### config.mk
export PLATFORM = sky130hd
export DESIGN_NAME = ma_mem_ctl_flat
export DESIGN_NICKNAME = d
export VERILOG_FILES = /design/src/rtl/ma_mem_ctl_if.sv /design/src/rtl/ma_mem_ctl.sv /design/src/flat_wrapper.sv
export SDC_FILE = /design/constraint.sdc
export NUM_CORES = 1
export LEC_CHECK = 0
export BUFFER_PORTS_ARGS = -buffer_cell sky130_fd_sc_hd__buf_2
export CAP_MARGIN = 20
export CORE_MARGIN = 2
export CORE_UTILIZATION = 30
export DETAILED_ROUTE_END_ITERATION = 12
export SYNTH_ARGS = -nofsm -noshare
export SYNTH_HDL_FRONTEND = slang
export SYNTH_SLANG_ARGS = --single-unit
export TNS_END_PERCENT = 20
### constraint.sdc
create_clock -name clk -period 2.5 [get_ports clk]
set_input_delay 0.25 -clock clk [delete_from_list [all_inputs] [get_ports clk]]
set_output_delay 0.25 -clock clk [all_outputs]
set_load 0.03 [all_outputs]
### src/rtl/ma_mem_ctl_if.sv
// Request/response and data-RAM signal bundle for the MA-stage memory controller.
// The controller sits on the slave modport; the pipe/RAM side drives the master modport.
interface ma_mem_ctl_if #(
    parameter int DRWIDTH = 11
) ();
    logic                 req_valid;
    logic                 req_ready;
    logic                 req_we;
    logic [1:0]           req_size;
    logic                 req_unsigned;
    logic [DRWIDTH+1:0]   req_adr;
    logic [31:0]          req_wdata;

    logic                 ld_valid;
    logic [31:0]          ld_data;
    logic                 misalign_err;

    logic [DRWIDTH-1:0]   ram_radr;
    logic [31:0]          ram_rdata;
    logic [DRWIDTH-1:0]   ram_wadr;
    logic [31:0]          ram_wdata;
    logic [3:0]           ram_wen;

    modport slave (
        input  req_valid, req_we, req_size, req_unsigned, req_adr, req_wdata, ram_rdata,
        output req_ready, ld_valid, ld_data, misalign_err,
        output ram_radr, ram_wadr, ram_wdata, ram_wen
    );

    modport master (
        output req_valid, req_we, req_size, req_unsigned, req_adr, req_wdata, ram_rdata,
        input  req_ready, ld_valid, ld_data, misalign_err,
        input  ram_radr, ram_wadr, ram_wdata, ram_wen
    );
endinterface

### src/rtl/ma_mem_ctl.sv
// MA-stage load/store initiator for the byte-lane data RAM (latency-2 loads, same-cycle stores).
// Build option MA_MISALIGN_SPLIT_EN: split word-crossing accesses into two RAM cycles.
module ma_mem_ctl #(
    parameter int DRWIDTH = 11
) (
    input  logic        clk,
    input  logic        rst,
    ma_mem_ctl_if.slave bus
);
    logic [DRWIDTH-1:0] req_wadr;
    logic [1:0]         req_off;
    logic [2:0]         req_nbytes;
    logic               req_cross;
    logic               ready;
    logic               accept;

    logic [DRWIDTH-1:0] wadr;
    logic [DRWIDTH-1:0] radr;
    logic [31:0]        wdata;
    logic [3:0]         wen;

    logic               push_load;
    logic               push_split;
    logic               push_zero;
    logic [1:0]         push_size;
    logic [1:0]         push_off;
    logic               push_uns;
    logic               cap_lo;
    logic               err_pulse;

    logic               s1_valid_q;
    logic               s1_split_q;
    logic               s1_zero_q;
    logic [1:0]         s1_size_q;
    logic [1:0]         s1_off_q;
    logic               s1_uns_q;
    logic [31:0]        lo_buf_q;
    logic               ld_valid_q;
    logic [31:0]        ld_data_q;
    logic [31:0]        ld_data_d;
    logic               err_q;
    logic [63:0]        rd64;
    logic [31:0]        rd_shift;

    function automatic logic [3:0] size_mask(input logic [1:0] size);
        case (size)
            2'b00:   return 4'b0001;
            2'b01:   return 4'b0011;
            default: return 4'b1111;
        endcase
    endfunction

    assign req_wadr = bus.req_adr[DRWIDTH+1:2];
    assign req_off  = bus.req_adr[1:0];

    always_comb begin
        case (bus.req_size)
            2'b00:   req_nbytes = 3'd1;
            2'b01:   req_nbytes = 3'd2;
            default: req_nbytes = 3'd4;
        endcase
    end

    assign req_cross = ({1'b0, req_off} + req_nbytes) > 3'd4;
    assign accept    = bus.req_valid && ready;

`ifdef MA_MISALIGN_SPLIT_EN
    typedef enum logic {IDLE, SPLIT} state_e;

    state_e             state_q;
    state_e             state_d;
    logic               hold_we_q;
    logic [1:0]         hold_size_q;
    logic [1:0]         hold_off_q;
    logic               hold_uns_q;
    logic [DRWIDTH-1:0] hold_wadr_q;
    logic [31:0]        hold_wdata_q;

    logic               in_split;
    logic [1:0]         cur_size;
    logic [1:0]         cur_off;
    logic               cur_uns;
    logic [31:0]        cur_wdata;
    logic [7:0]         wen8;
    logic [63:0]        wdata64;

    assign in_split  = (state_q == SPLIT);
    assign ready     = !in_split;
    assign cur_size  = in_split ? hold_size_q  : bus.req_size;
    assign cur_off   = in_split ? hold_off_q   : req_off;
    assign cur_uns   = in_split ? hold_uns_q   : bus.req_unsigned;
    assign cur_wdata = in_split ? hold_wdata_q : bus.req_wdata;

    // Shift across an 8-byte window: low half is word wadr, high half is word wadr+1.
    assign wen8    = {4'b0000, size_mask(cur_size)} << cur_off;
    assign wdata64 = {32'h0, cur_wdata} << {cur_off, 3'b000};

    always_ff @(posedge clk or posedge rst) begin
        if (rst) begin
            state_q      <= IDLE;
            hold_we_q    <= 1'b0;
            hold_size_q  <= 2'b00;
            hold_off_q   <= 2'b00;
            hold_uns_q   <= 1'b0;
            hold_wadr_q  <= '0;
            hold_wdata_q <= 32'h0;
        end else begin
            state_q <= state_d;
            if (accept && req_cross) begin
                hold_we_q    <= bus.req_we;
                hold_size_q  <= bus.req_size;
                hold_off_q   <= req_off;
                hold_uns_q   <= bus.req_unsigned;
                hold_wadr_q  <= req_wadr;
                hold_wdata_q <= bus.req_wdata;
            end
        end
    end

    always_comb begin
        state_d    = state_q;
        wen        = 4'b0000;
        wadr       = req_wadr;
        radr       = req_wadr;
        wdata      = wdata64[31:0];
        push_load  = 1'b0;
        push_split = 1'b0;
        cap_lo     = 1'b0;
        push_size  = cur_size;
        push_off   = cur_off;
        push_uns   = cur_uns;
        case (state_q)
            IDLE: begin
                if (accept) begin
                    if (req_cross) state_d = SPLIT;
                    if (bus.req_we) wen = wen8[3:0];
                    else            push_load = !req_cross;
                end
            end
            SPLIT: begin
                state_d = IDLE;
                wadr    = hold_wadr_q + DRWIDTH'(1);
                radr    = hold_wadr_q + DRWIDTH'(1);
                wdata   = wdata64[63:32];
                if (hold_we_q) begin
                    wen = wen8[7:4];
                end else begin
                    push_load  = 1'b1;
                    push_split = 1'b1;
                    cap_lo     = 1'b1;
                end
            end
            default: state_d = IDLE;
        endcase
    end

    assign push_zero = 1'b0;
    assign err_pulse = 1'b0;
`else
    logic [3:0] wen4;

    assign ready = 1'b1;
    assign wen4  = size_mask(bus.req_size) << req_off;

    // Crossing accesses are rejected: stores are dropped, loads return zero.
    always_comb begin
        wadr       = req_wadr;
        radr       = req_wadr;
        wdata      = bus.req_wdata << {req_off, 3'b000};
        wen        = (accept && bus.req_we && !req_cross) ? wen4 : 4'b0000;
        push_load  = accept && !bus.req_we;
        push_split = 1'b0;
        push_zero  = req_cross;
        push_size  = bus.req_size;
        push_off   = req_off;
        push_uns   = bus.req_unsigned;
        cap_lo     = 1'b0;
        err_pulse  = accept && req_cross;
    end
`endif

    assign rd64     = s1_split_q ? {bus.ram_rdata, lo_buf_q} : {32'h0, bus.ram_rdata};
    assign rd_shift = 32'(rd64 >> {s1_off_q, 3'b000});

    always_comb begin
        ld_data_d = rd_shift;
        case (s1_size_q)
            2'b00: ld_data_d = s1_uns_q ? {24'h0, rd_shift[7:0]}
                                        : {{24{rd_shift[7]}}, rd_shift[7:0]};
            2'b01: ld_data_d = s1_uns_q ? {16'h0, rd_shift[15:0]}
                                        : {{16{rd_shift[15]}}, rd_shift[15:0]};
            default: ld_data_d = rd_shift;
        endcase
        if (s1_zero_q) ld_data_d = 32'h0;
    end

    always_ff @(posedge clk or posedge rst) begin
        if (rst) begin
            s1_valid_q <= 1'b0;
            s1_split_q <= 1'b0;
            s1_zero_q  <= 1'b0;
            s1_size_q  <= 2'b00;
            s1_off_q   <= 2'b00;
            s1_uns_q   <= 1'b0;
            lo_buf_q   <= 32'h0;
            ld_valid_q <= 1'b0;
            ld_data_q  <= 32'h0;
            err_q      <= 1'b0;
        end else begin
            s1_valid_q <= push_load;
            if (push_load) begin
                s1_split_q <= push_split;
                s1_zero_q  <= push_zero;
                s1_size_q  <= push_size;
                s1_off_q   <= push_off;
                s1_uns_q   <= push_uns;
            end
            if (cap_lo) lo_buf_q <= bus.ram_rdata;
            ld_valid_q <= s1_valid_q;
            if (s1_valid_q) ld_data_q <= ld_data_d;
            err_q <= err_pulse;
        end
    end

    assign bus.req_ready    = ready;
    assign bus.ld_valid     = ld_valid_q;
    assign bus.ld_data      = ld_data_q;
    assign bus.misalign_err = err_q;
    assign bus.ram_radr     = radr;
    assign bus.ram_wadr     = wadr;
    assign bus.ram_wdata    = wdata;
    assign bus.ram_wen      = rst ? 4'b0000 : wen;
endmodule

### src/flat_wrapper.sv
// flat-port wrapper written by rule: the top's interface ports become plain ports
module ma_mem_ctl_flat 
#(
    parameter int DRWIDTH = 11
)
  (clk, rst, bus_req_valid, bus_req_we, bus_req_size, bus_req_unsigned, bus_req_adr, bus_req_wdata, bus_ram_rdata, bus_req_ready, bus_ld_valid, bus_ld_data, bus_misalign_err, bus_ram_radr, bus_ram_wadr, bus_ram_wdata, bus_ram_wen);
  ma_mem_ctl_if #(.DRWIDTH(DRWIDTH)) bus_i ();
  input  logic clk;
  input  logic rst;
  input wire logic [$bits(bus_i.req_valid)-1:0] bus_req_valid;
  input wire logic [$bits(bus_i.req_we)-1:0] bus_req_we;
  input wire logic [$bits(bus_i.req_size)-1:0] bus_req_size;
  input wire logic [$bits(bus_i.req_unsigned)-1:0] bus_req_unsigned;
  input wire logic [$bits(bus_i.req_adr)-1:0] bus_req_adr;
  input wire logic [$bits(bus_i.req_wdata)-1:0] bus_req_wdata;
  input wire logic [$bits(bus_i.ram_rdata)-1:0] bus_ram_rdata;
  output wire logic [$bits(bus_i.req_ready)-1:0] bus_req_ready;
  output wire logic [$bits(bus_i.ld_valid)-1:0] bus_ld_valid;
  output wire logic [$bits(bus_i.ld_data)-1:0] bus_ld_data;
  output wire logic [$bits(bus_i.misalign_err)-1:0] bus_misalign_err;
  output wire logic [$bits(bus_i.ram_radr)-1:0] bus_ram_radr;
  output wire logic [$bits(bus_i.ram_wadr)-1:0] bus_ram_wadr;
  output wire logic [$bits(bus_i.ram_wdata)-1:0] bus_ram_wdata;
  output wire logic [$bits(bus_i.ram_wen)-1:0] bus_ram_wen;
  assign bus_i.req_valid = bus_req_valid;
  assign bus_i.req_we = bus_req_we;
  assign bus_i.req_size = bus_req_size;
  assign bus_i.req_unsigned = bus_req_unsigned;
  assign bus_i.req_adr = bus_req_adr;
  assign bus_i.req_wdata = bus_req_wdata;
  assign bus_i.ram_rdata = bus_ram_rdata;
  assign bus_req_ready = bus_i.req_ready;
  assign bus_ld_valid = bus_i.ld_valid;
  assign bus_ld_data = bus_i.ld_data;
  assign bus_misalign_err = bus_i.misalign_err;
  assign bus_ram_radr = bus_i.ram_radr;
  assign bus_ram_wadr = bus_i.ram_wadr;
  assign bus_ram_wdata = bus_i.ram_wdata;
  assign bus_ram_wen = bus_i.ram_wen;
  ma_mem_ctl #(.DRWIDTH(DRWIDTH)) u_core (.clk(clk), .rst(rst), .bus(bus_i));
endmodule
Word-level counts from Yosys, hierarchy flattened
Cells that the tools add are included.
{"block": "classes", "add_sub_neg": 1, "multipliers": 0, "div": 0, "order_cmp": 1, "eq_ne": 2, "n_shift": 3, "muxes": 8, "bitwise": 0, "reduce_logical": 8}
{"op": "32-bit 2-to-1 mux", "n": 3}
{"op": "32-bit one-hot mux with 2 select lines", "n": 1}
{"op": "32-bit by 5-bit << shifter with 32-bit output", "n": 1}
{"op": "32-bit by 5-bit >> shifter with 32-bit output", "n": 1}
{"op": "4-bit 2-to-1 mux", "n": 2}
{"op": "4-bit one-hot mux with 2 select lines", "n": 1}
{"op": "3-bit one-hot mux with 2 select lines", "n": 1}
{"op": "2-bit by 1-bit equality test with 1-bit output (second input constant)", "n": 2}
{"op": "1-bit logical AND", "n": 4}
{"op": "2-bit logical NOT", "n": 2}
{"op": "4-bit by 2-bit << shifter with 4-bit output", "n": 1}
{"op": "2-bit by 3-bit adder with 3-bit output", "n": 1}
{"op": "3-bit > comparator (second input constant)", "n": 1}
{"op": "1-bit logical NOT", "n": 2}
{"block": "word_totals", "ff_bits": 41, "latchBits": 0, "mem_bits_rw": 0, "rom_bits": 0, "input_bits": 84, "output_inout_bits": 93, "elab_cells": 31, "memories": 0}

Logic depth before layout (Yosys ltp)
Gate-level depths: netlist (run 1).
{"block": "depth", "word_depth": 8, "mapped_depth": 8}

Worst setup path before layout (run 1)
No wires, ideal clock.
{"block": "synth_timing", "kind": "input to output", "startpoint": "input rst", "endpoint": "output bus_ram_wen[3]", "arrival_time_ps": 2299, "t_required_ps": 2250, "setup_slack_ps": -49, "stages": 3, "path_buffers": 0, "path_cell_list": "inv_1 nand4_1 a211oi_1"}
{"block": "synth_via", "elab_chain_cells": 1}
{"element": "from (decl)", "line_no": "flat_wrapper.sv:9", "text": "input logic rst;"}
{"element": "4-bit 2-to-1 mux", "line_no": "ma_mem_ctl.sv:232", "text": "assign bus.ram_wen = rst ? 4'b0000 : wen;"}
{"element": "to (decl)", "line_no": "flat_wrapper.sv:24", "text": "output wire logic [$bits(bus_i.ram_wen)-1:0] bus_ram_wen;"}
Every way passes these cells.

Worst setup path after layout (run 1)
{"block": "layout_timing", "startpoint": "input bus_req_size[1]", "endpoint": "output bus_ram_wen[3]"}
{"block": "layout_via", "elab_chain_cells": 8, "elab_cells_between_ends": 11}
{"element": "from (decl)", "line_no": "flat_wrapper.sv:12", "text": "input wire logic [$bits(bus_i.req_size)-1:0] bus_req_size;"}
{"element": "2-bit by 1-bit equality test with 1-bit output or 2-bit logical NOT (tied branches)", "line_no": "ma_mem_ctl.sv:46, ma_mem_ctl.sv:57"}
{"element": "3-bit one-hot mux with 2 select lines", "line_no": "ma_mem_ctl.sv:57", "text": "case (bus.req_size)"}
{"element": "2-bit by 3-bit adder with 3-bit output", "line_no": "ma_mem_ctl.sv:64", "text": "assign req_cross = ({1'b0, req_off} + req_nbytes) > 3'd4;"}
{"element": "3-bit > comparator", "line_no": "ma_mem_ctl.sv:64"}
{"element": "1-bit logical NOT", "line_no": "ma_mem_ctl.sv:170", "text": "wen = (accept && bus.req_we && !req_cross) ? wen4 : 4'b0000;"}
{"element": "1-bit logical AND", "line_no": "ma_mem_ctl.sv:170"}
{"element": "4-bit 2-to-1 mux *", "line_no": "ma_mem_ctl.sv:170"}
{"element": "4-bit 2-to-1 mux *", "line_no": "ma_mem_ctl.sv:232"}
Every way passes the cells marked *; elsewhere a longest branch is shown, timed or not.

==> qor.log, run 1 <==
[status] status finished, final reports clean
[layout] Syn-to-layout area delta 26.16%
[yosys] post-synthesis cell type count 36
[timing] Max Fclk 427.1 MHz
[floorplan] effective utilization at floorplan 0.3106
[yosys] count of state elements after synthesis 41
[timing] unrepaired setup endpoints after global routing true
[worst_setup_path] setup slack on the worst flop-to-flop path 0.46 ns
[timing] actual transition at the worst max-transition pin 0.5731 ns
[worst_setup_path] CP max stage cell sky130_fd_sc_hd__fa_1
[placement] final weighted congestion of routability-driven global placement 0.8653
[timing] Final Max Slew Viols 0
[layout] fill cell total of the finished layout 994
[placement] worst setup slack after placement 0.1325 ns
[layout] register cell area after layout 0.001026 mm^2
[placement] standard cell area after detailed placement 0.003547 mm^2
[worst_setup_path] Crit path buffers/inverters 3
[floorplan] area of the placeable core 0.009284 mm^2
[worst_setup_path] Worst Path Arrival 2.09 ns
[floorplan] DIE WIDTH 102.0 um
[floorplan] height of the die 102.0 um
[timing] final-layout worst hold slack 0.1287 ns
[clocking] Clock Pin Slew Worst Setup and Hold Paths 0.07 ns
[yosys] syn nets 400
[power_and_ir_drop] areal power density over the cells 647.5 mW/mm^2
[worst_setup_path] critical path endpoint category primary output
[timing] portion of the clock cycle consumed by the worst path in the final layout 0.9365
[global_routing] overall overflow remaining after global route 0
[routing] DRC violations left 0
[clocking] quantity of hold-fixing buffers added after cts 0
[layout] multi-input combinational cell area 0.001548 mm^2
[worst_setup_path] worst reg2reg endpoint u_core.bus.ld_data[25]
[timing] count of endpoints failing hold in the final timing report 0
[clocking] Num Clock Sinks 41
[timing] total setup violations reported at the end of the flow 0
[yosys] number of instances in the synthesized netlist 313
[routing] Total Wirelength 8.523 mm
[clocking] number of buffers added by the clock tree synthesis step 5
[global_routing] antenna violations before repair 1
[global_routing] pin count of the biggest net entering global routing 42
[power_and_ir_drop] post-route total power 2356 uW
[floorplan] die footprint 0.01041 mm^2
[yosys] post-synthesis cell area 0.002884 mm^2
[yosys] fraction of the yosys area taken by sequential cells 0.3557
[worst_setup_path] slowest stage delay, CP 0.48 ns
[clocking] Clock Tree Buf Depth 2
[worst_setup_path] reg2reg path depth 6
[worst_setup_path] type of the setup path with the least slack input pin to primary output
[worst_setup_path] chain of cells forming the critical path buf_2, nor2_1, ha_1, inv_1, fa_1, nand2_1, nand2_1, nand4_1, a211oi_1, buf_2
[placement] DPL Wire Length 6.647 mm
[timing] Total Neg Setup Slack 0 ns
[worst_setup_path] Setup crit start bus_req_size[1]
[timing] worst clock skew on the final layout 0.004609 ns
[routing] vias after detailed routing 2766
[power_and_ir_drop] maximum vdd ir drop 296.8 uV
[layout] Post-Layout Inst Area 0.003638 mm^2
[worst_setup_path] largest fanout on the critical path 5
[floorplan] boundary pin count 177
[global_routing] via count of the first global-routing pass 2700
[worst_setup_path] CP top delay family adder cells
[worst_setup_path] Critical Path Start Type input pin
[placement] count of buffers from port buffering 142
[routing] detail-routed net length per standard cell 15.38 um
[timing] worst-case headroom to the max-slew limit 0.6165
[timing] final critical-path required period 2.341 ns
[routing] DRC marker count from the first detailed-route iteration 52
[routing] residual antenna-violating net count after detailed routing 0
[routing] number of iterations in the first detailed-routing pass 5
[floorplan] number of rows created at floorplan 35
[power_and_ir_drop] static leakage power 0.001891 uW
[layout] Total Nets Final 511
[layout] fraction of layout cells with a size suffix above 1 0.4104
[timing] min setup slack post-route 0.1587 ns
[global_routing] Overall Global Routing Usage 0.1627
[hold_path] Tightest Hold Check Type input pin to asynchronous set/reset pin
[global_routing] wire length of the first global-routing pass 13.37 mm
[worst_setup_path] launching point of the worst reg2reg path u_core.s1_off_q[0]
[clocking] TritonCTS clock tree yes
[yosys] mean post-synth cell area 9.214 um^2
[routing] Avg Vias per Cell 4.993
[worst_setup_path] worst endpoint required time 2.25 ns
[clocking] total number of H-tree levels 2
[flow_run] max-capacitance violation count 0
[clocking] clock network latency to the later pin of the worst-skew pair 0.29 ns
[clocking] root buffer selected by CTS sky130_fd_sc_hd__clkbuf_8
[yosys] Yosys warning count 0
## area by class of cell
type	count	area share
multi-input combinational	218	0.4254
sequential	41	0.2820
timing repair buffer	152	0.2166
tap	129	0.04436
clock buffer	7	0.02373
inverter	6	0.007221
antenna	1	0.0006878
## worst max path at each step
stage                endpoint  cells after the start
2_1_floorplan  bus_ram_wen[3]                      8
3_3_place_gp   bus_ram_wen[2]                     10
3_5_place_dp   bus_ram_wen[2]                     10
4_1_cts        bus_ram_wen[2]                     10
5_1_grt        bus_ram_wen[3]                     10
6_report       bus_ram_wen[3]                     10
## layout by cell type (no fill, tap or decap), drive strengths merged, types with 4 or more instances in the layout
cell,count
inv,5
mux2i,34
a21oi,19
buf,152
and2,8
a22o,4
a211o,12
nor2b,16
a221o,8
o2bb2ai,8
o21ai,18
a32o,4
nand2b,4
nand2,27
a211oi,12
nor2,21
dfrtp,41
clkbuf,7
nand3b,8
## power breakdown
group          switching [uW]  internal, uW  leakage [uW]
Combinational             658           375       0.00132
Clock                     217           219     0.0000443
Sequential               91.4           795      0.000530
## per-stage QoR
stage / util / instances
after CTS: 0.3914 / 553
after detailed placement: 0.3821 / 546
after global placement: 0.3821 / 546
final: 0.3919 / 554
after global routing: 0.3919 / 554
after floorplan: - / 313
## Yosys cell counts, drive strengths merged
cell type | count | area share
o21ai | 18 | 0.031
a211o | 12 | 0.040
buf | 32 | 0.079
nor2b | 16 | 0.035
nor3b | 1 | 0.0043
or2 | 1 | 0.0022
mux2i | 34 | 0.12
nand2b | 4 | 0.0087
inv | 6 | 0.0078
nand3b | 8 | 0.021
nand4 | 1 | 0.0022
o2bb2ai | 8 | 0.024
dfrtp | 41 | 0.36
nor3 | 2 | 0.0035
a211oi | 12 | 0.031
nand2 | 27 | 0.035
nor2 | 21 | 0.027
mux4 | 2 | 0.016
a221oi | 1 | 0.0030
and3 | 1 | 0.0022
a21oi | 19 | 0.033
fa | 1 | 0.0069
a32o | 4 | 0.014
conb | 1 | 0.0013
nor4 | 1 | 0.0074
clkbuf | 16 | 0.021
and2 | 8 | 0.017
a22o | 4 | 0.012
a221o | 8 | 0.029
ha | 2 | 0.0087
xnor2 | 1 | 0.0030
## worst min-delay path: cells and delay by family
family,cells,cell delay [ns]
buf+inv,3,0.63
## logic make-up (layout without fill, tap and decap cells)
| logic type | count (synthesis) | after routing | synth area share |
|---|---|---|---|
| xor gates and xnor gates | 1 | 1 | 0.003037 |
| other | 1 | 2 | 0.001300 |
| buffers and inverters | 54 | 165 | 0.1076 |
| DFF | 41 | 41 | 0.3557 |
| adders and majority gates | 3 | 3 | 0.01562 |
| AOI/OAI and AO/OA | 86 | 86 | 0.2174 |
| and+or+nand+nor | 91 | 91 | 0.1657 |
| muxes | 36 | 36 | 0.1336 |
## flip-flops by register name, summed over array words and instances (netlist names)
| signal | flops |
|---|---|
| u_core.bus.ld_data | 32 |
| u_core.bus.ld_valid | 1 |
| u_core.bus.misalign_err | 1 |
| u_core.s1_off_q | 2 |
| u_core.s1_size_q | 2 |
| u_core.s1_uns_q | 1 |
| u_core.s1_valid_q | 1 |
| u_core.s1_zero_q | 1 |
## repair_timing
action | 4_1_cts | 5_1_grt
setup buffers | 0 | 0
endpoints found under the setup margin | 0 | 2
gates resized for setup | 0 | 1
## per-layer routing
| metal | vias up | wire, um | track usage |
|---|---|---|---|
| met2 | 122 | 3968 | 0.2763 |
| li1 | 1322 | - | - |
| met5 | - | 0 | 0 |
| met1 | 1301 | 3732 | 0.2069 |
| met4 | 0 | 208 | 0.06359 |
| met3 | 21 | 615 | 0.02736 |
Power figures use the tool's default switching activity.
==> inputs of run 2 (changes only) <==
clock period = 2 ns   (was 2.5 ns; I/O delays follow)
==> qor.log, run 2 (synthesis results as in run 1) <==
[worst_setup_path] Critical Path Start Type input pin
[clocking] TritonCTS clock tree yes
[clocking] Clock Pin Slew Worst Setup and Hold Paths 0.07 ns [about the same]
[clocking] number of buffers added by the clock tree synthesis step 5 [unchanged]
[placement] standard cell area after detailed placement 0.003660 mm^2 [+3.2%]
[global_routing] overall overflow remaining after global route 0 [unchanged]
[layout] fill cell total of the finished layout 989 [-0.50%]
[timing] min setup slack post-route -0.06184 ns [-0.2206 ns]
[timing] worst-case headroom to the max-slew limit 0.5338 [-0.08270]
[timing] portion of the clock cycle consumed by the worst path in the final layout 1.031
[layout] most common cell after layout, fill and taps aside sky130_fd_sc_hd__buf_2
[routing] DRC marker count from the first detailed-route iteration 65 [+25%]
[clocking] clock network latency to the later pin of the worst-skew pair 0.29 ns [about the same]
[timing] unrepaired setup endpoints after global routing true
[clocking] Num Clock Sinks 41 [unchanged]
[routing] number of iterations in the first detailed-routing pass 7 [+2]
[flow_run] max-capacitance violation count 0 [unchanged]
[status] status complete, but fails checks
[worst_setup_path] largest fanout on the critical path 4 [-1]
[placement] final weighted congestion of routability-driven global placement 0.8932 [+3.2%]
[timing] total setup violations reported at the end of the flow 2 [+2]
[timing] worst clock skew on the final layout 0.003980 ns [-0.0006291 ns]
[floorplan] area of the placeable core 0.009284 mm^2 [unchanged]
[power_and_ir_drop] maximum vdd ir drop 324.5 uV [+9.3%]
[global_routing] pin count of the biggest net entering global routing 42 [unchanged]
[hold_path] Tightest Hold Check Type input pin to asynchronous set/reset pin
[worst_setup_path] Worst Path Arrival 1.86 ns [-0.23 ns]
[worst_setup_path] critical path endpoint category primary output
[routing] Avg Vias per Cell 4.932 [-1.2%]
[layout] max FFs per register 32 [unchanged]
[power_and_ir_drop] areal power density over the cells 773.6 mW/mm^2 [+19%]
[clocking] total number of H-tree levels 2 [unchanged]
[floorplan] number of rows created at floorplan 35 [unchanged]
[layout] core utilization of the finished layout 0.4063 [+0.01442]
[layout] fraction of layout cells with a size suffix above 1 0.4336 [+0.02319]
[power_and_ir_drop] static leakage power 0.001932 uW [+2.2%]
[global_routing] antenna violations before repair 1 [unchanged]
[worst_setup_path] Critical Path End bus_ram_wen[2]
[floorplan] die footprint 0.01041 mm^2 [unchanged]
[routing] DRC violations left 0 [unchanged]
[clocking] quantity of hold-fixing buffers added after cts 0 [unchanged]
[placement] worst setup slack after placement -0.1375 ns [-0.2700 ns]
[routing] Total Wirelength 9.044 mm [+6.1%]
[timing] Max Fclk 485.0 MHz
[timing] Final Max Slew Viols 0 [unchanged]
[worst_setup_path] setup slack on the worst flop-to-flop path 0.22 ns [-0.24 ns]
[global_routing] via count of the first global-routing pass 2696 [-0.15%]
[timing] count of endpoints failing hold in the final timing report 0 [unchanged]
[global_routing] wire length of the first global-routing pass 13.48 mm [+0.77%]
[placement] number of placed instances, taps included 552 [+1.1%]
[timing] actual transition at the worst max-transition pin 0.6967 ns [+0.1236 ns]
[layout] Syn-to-layout area delta 30.80%
[layout] Total Nets Final 517 [+1.2%]
[layout] Post-Layout Cell Count 559 [+0.90%]
[routing] detail-routed net length per standard cell 16.18 um [+5.2%]
[layout] multi-input combinational cell area 0.001610 mm^2 [+4.0%]
[global_routing] Overall Global Routing Usage 0.1648 [+0.002102]
[routing] residual antenna-violating net count after detailed routing 0 [unchanged]
[floorplan] height of the die 102.0 um [unchanged]
[clocking] Clock Tree Buf Depth 2 [unchanged]
[placement] count of buffers from port buffering 142 [unchanged]
[floorplan] DIE WIDTH 102.0 um [unchanged]
[timing] final critical-path required period 2.062 ns
[worst_setup_path] Setup crit start bus_req_size[0]
[worst_setup_path] worst reg2reg endpoint u_core.bus.ld_data[25]
[worst_setup_path] reg2reg path depth 5 [-1]
[layout] most used cells in the layout excluding fill and tap cells 138 x sky130_fd_sc_hd__buf_2, 41 x sky130_fd_sc_hd__dfrtp_1, 34 x sky130_fd_sc_hd__mux2i_1, 26 x sky130_fd_sc_hd__nand2_1, 20 x sky130_fd_sc_hd__nor2_1
[worst_setup_path] launching point of the worst reg2reg path u_core.s1_off_q[0]
[status] violated checks negative setup slack
[worst_setup_path] worst endpoint required time 1.80 ns [-0.45 ns]
[layout] register cell area after layout 0.001026 mm^2 [unchanged]
[worst_setup_path] type of the setup path with the least slack input pin to primary output
[floorplan] effective utilization at floorplan 0.3106 [unchanged]
[layout] Post-Layout Inst Area 0.003772 mm^2 [+3.7%]
[clocking] root buffer selected by CTS sky130_fd_sc_hd__clkbuf_8
[routing] vias after detailed routing 2757 [-0.33%]
[power_and_ir_drop] post-route total power 2918 uW [+24%]
[placement] DPL Wire Length 6.970 mm [+4.9%]
[floorplan] boundary pin count 177 [unchanged]
[run 2: cell types whose count changed in the layout (fill, tap and decap cells not counted), sizes merged]
| cell | delta |
|---|---|
| clkinv | +1 |
| clkbuf | -2 |
| buf | +6 |
[run 2: layout make-up]
| cell class | count | area share |
|---|---|---|
| Sequential cell | 41 | 0.2720 |
| Tap cell | 129 | 0.04279 |
| Multi-Input combinational cell | 218 | 0.4269 |
| Clock buffer | 5 | 0.01824 |
| Clock inverter | 1 | 0.001327 |
| Inverter | 6 | 0.006965 |
| Antenna cell | 1 | 0.0006633 |
| Timing Repair Buffer | 158 | 0.2312 |
[run 2: worst min-delay path by stage]
stage	endpoint	slack [ns]	depth (start not counted)
2_1_floorplan	u_core.bus.ld_data[0]	0.19	1
3_3_place_gp	u_core.bus.ld_valid	0.40	0
3_5_place_dp	bus_ram_wadr[1]	0.40	0
4_1_cts	u_core.bus.misalign_err	0.10	3
5_1_grt	u_core.s1_uns_q	0.13	3
6_report	u_core.bus.misalign_err	0.08	3
[run 2: worst max-delay path, stage by stage]
cell                       delay, ns
sky130_fd_sc_hd__buf_2          0.12
sky130_fd_sc_hd__nor2_4         0.10
sky130_fd_sc_hd__ha_1           0.15
sky130_fd_sc_hd__inv_1          0.05
sky130_fd_sc_hd__fa_1           0.48
sky130_fd_sc_hd__nand2_1        0.07
sky130_fd_sc_hd__nand2_2        0.06
sky130_fd_sc_hd__nand4_1        0.11
sky130_fd_sc_hd__buf_6          0.17
sky130_fd_sc_hd__a221oi_4       0.18
sky130_fd_sc_hd__buf_6          0.16
[run 2: where the power goes]
group          internal [uW]  leakage (uW)  switching [uW]  total [uW]
Sequential               994      0.000530             113        1110
Combinational            484       0.00136             837        1320
Clock                    230     0.0000399             260         490
[run 2: timing repair]
item                       in CTS  in global routing
cloned                          0                  0
buffers inserted                0                  0
pin swaps                       2                  1
setup endpoints to repair       4                  4
gates resized for setup         8                  3
[run 2: through the flow]
| stage | setup TNS (ns) | hold WS (ns) |
|---|---|---|
| after floorplan | -0.1545 | 0.1893 |
| after global placement | -0.1451 | 0.3970 |
| after detailed placement | -0.3386 | 0.4003 |
| after CTS | -0.1208 | 0.1034 |
| after global routing | -0.5161 | 0.1303 |
| final | -0.09911 | 0.08409 |
[run 2: metal layers]
metal  vias to the layer above  wire length, um  track usage
met4                         0              126      0.04923
li1                       1330                -            -
met2                       130             4481       0.2986
met3                        14              637      0.02941
met1                      1283             3798       0.1991
met5                         -                0            0
